**config.mk**
```make
export PLATFORM = sky130hd
export DESIGN_NAME = up_dn_counter_param
export DESIGN_NICKNAME = d
export VERILOG_FILES = /design/src/rtl/up_dn_counter_param.sv
export SDC_FILE = /design/constraint.sdc
export NUM_CORES = 1
export LEC_CHECK = 0
export CAP_MARGIN = 20
export CORE_ASPECT_RATIO = 1.5
export CORE_MARGIN = 8
export CORE_UTILIZATION = 44
export CTS_BUF_LIST = sky130_fd_sc_hd__clkbuf_2
export DETAILED_ROUTE_END_ITERATION = 10
export MAX_ROUTING_LAYER = met4
export PLACE_DENSITY_LB_ADDON = 0.08
export SLEW_MARGIN = 20
export SYNTH_ARGS = -nofsm -noshare
export SYNTH_HDL_FRONTEND = slang
export SYNTH_SLANG_ARGS = --single-unit
export TNS_END_PERCENT = 20
```
**constraint.sdc**
```tcl
create_clock -name clk -period 6.3 [get_ports clk]
set_input_delay 0.945 -clock clk [delete_from_list [all_inputs] [get_ports clk]]
set_output_delay 0.945 -clock clk [all_outputs]
set_load 0.02 [all_outputs]
```
**src/rtl/up_dn_counter_param.sv**
```systemverilog
// Parametrised up/down counter with programmable step, limits and saturate/wrap behaviour.
// Overflow/underflow are judged at WIDTH+1 bits so large steps never alias around zero.
module up_dn_counter_param #(
    parameter int unsigned      WIDTH     = 5,
    parameter logic [WIDTH-1:0] RESET_VAL = '0
) (
    input  logic             clk,
    input  logic             rst,
    input  logic [WIDTH-1:0] in,
    input  logic             load,
    input  logic             up,
    input  logic             down,
    input  logic [WIDTH-1:0] step,
    input  logic             wrap_mode,
    input  logic [WIDTH-1:0] lim_lo,
    input  logic [WIDTH-1:0] lim_hi,
    output logic [WIDTH-1:0] counter,
    output logic             high,
    output logic             low,
    output logic             ovf,
    output logic             unf,
    output logic             cfg_err
);

    logic [WIDTH:0]   sum_ext;
    logic [WIDTH:0]   diff_ext;
    logic [WIDTH:0]   lo_ext;
    logic [WIDTH:0]   hi_ext;
    logic             over;
    logic             under;
    logic [WIDTH-1:0] clamped;
    logic [WIDTH-1:0] counter_next;
    logic             ovf_next;
    logic             unf_next;

    assign cfg_err = (lim_lo > lim_hi);
    assign high    = (counter >= lim_hi);
    assign low     = (counter <= lim_lo);

    assign lo_ext   = {1'b0, lim_lo};
    assign hi_ext   = {1'b0, lim_hi};
    assign sum_ext  = {1'b0, counter} + {1'b0, step};
    assign diff_ext = {1'b0, counter} - {1'b0, step};
    assign over     = (sum_ext > hi_ext);
    // counter < step covers the borrow case, where diff_ext has wrapped
    assign under    = (counter < step) || (diff_ext < lo_ext);

    always_comb begin
        clamped = in;
        if (in < lim_lo) begin
            clamped = lim_lo;
        end else if (in > lim_hi) begin
            clamped = lim_hi;
        end
    end

    always_comb begin
        counter_next = counter;
        ovf_next     = 1'b0;
        unf_next     = 1'b0;
        if (load) begin
            counter_next = cfg_err ? in : clamped;
        end else if (!cfg_err && (step != '0)) begin
            if (down) begin
                if (under) begin
                    unf_next     = 1'b1;
                    counter_next = wrap_mode ? lim_hi : lim_lo;
                end else begin
                    counter_next = diff_ext[WIDTH-1:0];
                end
            end else if (up) begin
                if (over) begin
                    ovf_next     = 1'b1;
                    counter_next = wrap_mode ? lim_lo : lim_hi;
                end else begin
                    counter_next = sum_ext[WIDTH-1:0];
                end
            end
        end
    end

    always_ff @(posedge clk or negedge rst) begin
        if (!rst) begin
            counter <= RESET_VAL;
            ovf     <= 1'b0;
            unf     <= 1'b0;
        end else begin
            counter <= counter_next;
            ovf     <= ovf_next;
            unf     <= unf_next;
        end
    end

endmodule
```
# Word level (Yosys, flattened, before mapping)
# Index checks and enable logic that the tools add are counted.
[word_totals]
ff_bits = 7
latch_bits = 0
ramBits = 0
mem_bits_ro = 0
inputBits = 26
output_inout_bits = 10
word_cells = 40
n_memories = 0
[classes]
n_addsub = 2
mul = 0
div_mod_pow = 0
magnitude_cmp = 8
eq_ne = 0
n_shift = 0
n_mux = 20
n_bitwise = 0
reduce_logical = 7
[ops]
columns = ["operator", "count"]
rows = [
  ["5-bit 2-to-1 mux", 11],
  ["5-bit > comparator", 2],
  ["5-bit < comparator", 2],
  ["1-bit 2-to-1 mux", 9],
  ["5-bit by 5-bit adder with 6-bit output", 1],
  ["6-bit by 5-bit > comparator with 1-bit output", 1],
  ["6-bit by 5-bit < comparator with 1-bit output", 1],
  ["5-bit by 5-bit subtractor with 6-bit output", 1],
  ["5-bit >= comparator", 1],
  ["5-bit <= comparator", 1],
  ["5-bit nonzero test", 1],
  ["3-bit nonzero test", 1],
  ["2-bit AND reduction", 1],
  ["2-bit nonzero test", 1],
  ["1-bit logical AND", 1],
  ["1-bit zero test", 1],
  ["1-bit logical OR", 1],
]

# Depth between registers and ports, before layout
[logic_depth]
ltp_word = 7
mapped_depth = 15
depth_no_buf = 14

# Worst setup path before layout
# OpenSTA, ideal clock, no wires.
[synth_timing]
kind = "input-to-reg"
from = "in step[2]"
to = "reg counter[1]"
setup_ns = 0.138
t_arrival_ns = 3.435
t_required_ns = 6.162
path_slack_ns = 2.727
stages = 12
path_buffers = 0
path_cell_list = "inv_1 ha_1 nor3b_1 a211oi_2 xor2_1 ha_1 and4_1 a21oi_1 a2111oi_4 mux2_2 a22oi_1 a31oi_1"
[synth_via]
elab_chain_cells = 7
elab_cells_between_ends = 16
classes_between = "add/sub (2); order compare (3); mux (6); reduce/logical (5)"
[synth_rtl]
columns = ["item", "line_no", "source"]
rows = [
  ["from (decl)", "13", "input logic [WIDTH-1:0] step,"],
  ["5-bit by 5-bit adder with 6-bit output or 5-bit by 5-bit subtractor with 6-bit output (tied branches)", "42, 43", ""],
  ["6-bit by 5-bit > comparator with 1-bit output or 6-bit by 5-bit < comparator with 1-bit output (tied branches)", "44, 46", ""],
  ["5-bit 2-to-1 mux or 1-bit logical OR (tied branches)", "72, 46", ""],
  ["5-bit 2-to-1 mux, on equally long branches", "71, 65", ""],
  ["5-bit 2-to-1 mux", "64", "if (down) begin"],
  ["5-bit 2-to-1 mux", "63", "end else if (!cfg_err && (step != '0)) begin"],
  ["5-bit 2-to-1 mux", "61", "if (load) begin"],
  ["to (signal assigned)", "88", "counter <= counter_next;"],
  ["to (decl)", "17", "output logic [WIDTH-1:0] counter,"],
]
# Parallel ways exist; a longest one is shown, timed or not. The select of a mux whose other input is x is not followed.
# A chain may end at the register's enable or synchronous reset.

# Worst setup path in the final report
[layout_timing]
from = "in step[2]"
to = "reg counter[2]"
# Same word-level chain as after synthesis.

==> reports/metrics.yaml <==
drv_cap: 0
dieArea_sq_mm: 0.006340
port_buffers: 35
clk_latency_ns: 0.23
setup-violations-final: 0
synth_top_flop_cell: "dfrtp_1"
drive_above_1_share: 0.06939
finalHoldViolCount: 0
fin_crit_sh: 0.6720
slew_headroom: 0.6259
initial_utilization: 0.4543
cts_tree: "built"
synthCells: 209
worst_setup_path_start_kind: "input port"
syn_nets: 280
holdBufCountCts: 0
fin_skew_ns: 0.004896
yosys_register_bits: 7
cts_resized: 0
ys_types: 43
coreArea_sq_mm: 0.003889
status: "finished, final reports clean"
rows: 28
period_minus_slack_ns: 4.234
area_growth_pct: 23.30
path_max_fanout: 7
post_drt_via_cell_ratio: 5.921
grt.total_usage: 0.1782
finalPower_uw: 666.2
vdd_drop_max_v: 0.0002137
yosysSeqAreaShare: 0.09915
clkSlewWorstSetupHoldPaths_ns: 0.07
sw_frac_of_total: 0.4881
ant_nets: 0
tightestPinTransition_ns: 0.5611
crit_required_ns: 6.40
n_antenna_cell: 0
antenna_found_initial: 0
hpwl_mm: 4.407
fin_setup_tns_ns: 0
dieWidth_microns: 67.74
grt_pass1_wl_mm: 8.576
post-route-drc-count: 0
hp-class: "reg2reg"
syn_area_sq_mm: 0.001767
rsz0062_at_grt: "no"
cts-buffers-inserted: 3
die_y_microns: 93.61
fin_area_sq_mm: 0.002178
drt-initial-drc-count: 77
placed_area_sq_mm: 0.002158
clock-sinks: 7
power.internal_uw: 341.1
clkPwrFrac: 0.050
timing.fmax_mhz: 236.2
grt_max_degree: 19
end_kind: "register"
wl_per_cell_microns: 18.33
cts_setup_buffers: 0
cts_buffer_depth: 2
comb_power_share: 0.814
power.switching_uw: 325.2
cts_root_buffer: "clkbuf_2"
drt-pass1-iter-count: 4
via_count: 1717
h-tree-depth: 1
routed_wl_mm: 5.315
avgSynthCellArea_sq_um: 8.453
power_density_mw_per_mm2: 305.8
grt_pass1_vias: 1781
critical_path_class: "in2reg"
p_seq_frac: 0.136
critical_path_arrival_ns: 4.33
maxSlewViolCount: 0
place_congestion: 0.9728
synth-edff-count: 0
grt_overflow: 0
async_reset_ff_frac: 1.000
synth_warnings: 0
io_pins: 36
p_leak_nw: 0.9852
fin_nets: 317
==> state kept, by name, summed over array words and instances (netlist names) <==
register and flops:
unf 1, ovf 1, counter 5
==> cell usage after synthesis (all sizes together) (2+ instances only) <==
cell type,n,area [sq um]
clkbuf,3,11.26
xnor2,4,35.03
mux2,8,101.3
nor2b,11,68.82
a2111oi,2,42.54
a22oi,3,22.52
a21oi,9,45.04
nor3,7,35.03
nor2,9,33.78
o21bai,2,15.01
fa,2,40.04
ha,43,538.0
o211ai,4,30.03
nand3,2,10.01
o21ai,17,85.08
a31oi,3,18.77
inv,17,63.81
xor2,2,17.52
nand2b,4,25.02
o221ai,5,43.79
o22ai,2,12.51
o22a,5,43.79
dfrtp,7,175.2
a21o,3,22.52
and4,2,17.52
mux2i,3,30.03
nand2,17,63.81
==> final cells by class <==
class	instances	area [sq um]
Multi-Input combinational cell	181	1505
Fill cell	393	1710
Timing Repair Buffer	36	357.8
Inverter	17	63.81
Tap cell	45	56.30
Clock buffer	4	20.02
Sequential cell	7	175.2
==> critical path, stage by stage <==
cell	delay, ns
clkdlybuf4s50_1	0.48
inv_1	0.06
ha_1	0.41
nor3b_1	0.09
a211oi_2	0.28
xor2_1	0.24
ha_1	0.28
o21ai_0	0.08
o21ai_1	0.12
a2111oi_4	0.61
mux2_2	0.41
a22oi_1	0.21
a31oi_1	0.11
==> metal layers <==
metal	track usage	vias up	wire length (microns)
met2	0.3061	52	2668
met3	0.02036	16	247
li1	-	854	-
met4	0.07706	0	176
met1	0.1980	795	2223
met5	-	-	0
==> stage by stage <==
stage | hold WS, ns | utilization | worst slack, ns | instances
floorplan | 0.6494 | - | 2.727 | 209
global placement | 0.7123 | 0.5550 | 1.813 | 286
detailed placement | 0.7221 | 0.5550 | 1.793 | 286
CTS | 0.7361 | 0.5602 | 2.049 | 290
global route | 0.7596 | 0.5602 | 1.835 | 290
finish | 0.7263 | 0.5602 | 2.066 | 290
==> placed cells by master, fill, tap and decap left out, types with 3 or more instances in the layout <==
master and n:
ha_1 43, clkdlybuf4s50_1 35, inv_1 17, nand2_1 17, o21ai_0 15, nor2b_1 11
a21oi_1 9, nor2_1 9, nor3_1 7, dfrtp_1 7, mux2_2 5, o22a_1 5
o221ai_1 5, xnor2_1 4, nand2b_1 4, o211ai_1 4, clkbuf_2 4, a21o_1 3
mux2i_1 3, a31oi_1 3, mux2_4 3, a22oi_1 3
==> final timing paths <==
| kind | startpoint | end | slack (ns) | cells after the start |
|---|---|---|---|---|
| max reg2reg | counter[2]$_DFFE_PN0P_ | counter[2]$_DFFE_PN0P_ | 2.74 | 11 |
| min | counter[3]$_DFFE_PN0P_ | counter[3]$_DFFE_PN0P_ | 0.73 | 2 |
| min in group asynchronous | rst | counter[4]$_DFFE_PN0P_ | 0.97 | 1 |
| max | step[2] | counter[2]$_DFFE_PN0P_ | 2.07 | 13 |
| max in group asynchronous | rst | unf$_DFF_PN0_ | 5.09 | 1 |
| min reg2reg | counter[3]$_DFFE_PN0P_ | counter[3]$_DFFE_PN0P_ | 0.73 | 2 |
==> logic make-up (layout without fill, tap and decap cells) <==
| group | Yosys count | count (layout) | synth area share |
|---|---|---|---|
| AO/OA/AOI/OAI | 64 | 64 | 0.2635 |
| XOR/XNOR | 6 | 6 | 0.02974 |
| AND/OR/NAND/NOR | 55 | 55 | 0.1572 |
| adder cells (fa/ha/maj) | 45 | 45 | 0.3272 |
| multiplexers | 11 | 11 | 0.07436 |
| buffers and inverters | 21 | 57 | 0.04887 |
| flip-flops | 7 | 7 | 0.09915 |
==> power by group through the flow <==
stage / clock, mW / combinational, mW / sequential [mW]
finish: 0.0334 / 0.542 / 0.0903
global route: 0.0375 / 0.602 / 0.0926
CTS: 0.0347 / 0.546 / 0.0906
detailed placement: 0 / 0.543 / 0.0913
global placement: 0 / 0.543 / 0.0916
floorplan: 0 / 0.385 / 0.0919
(Power assumes the default switching activity.)
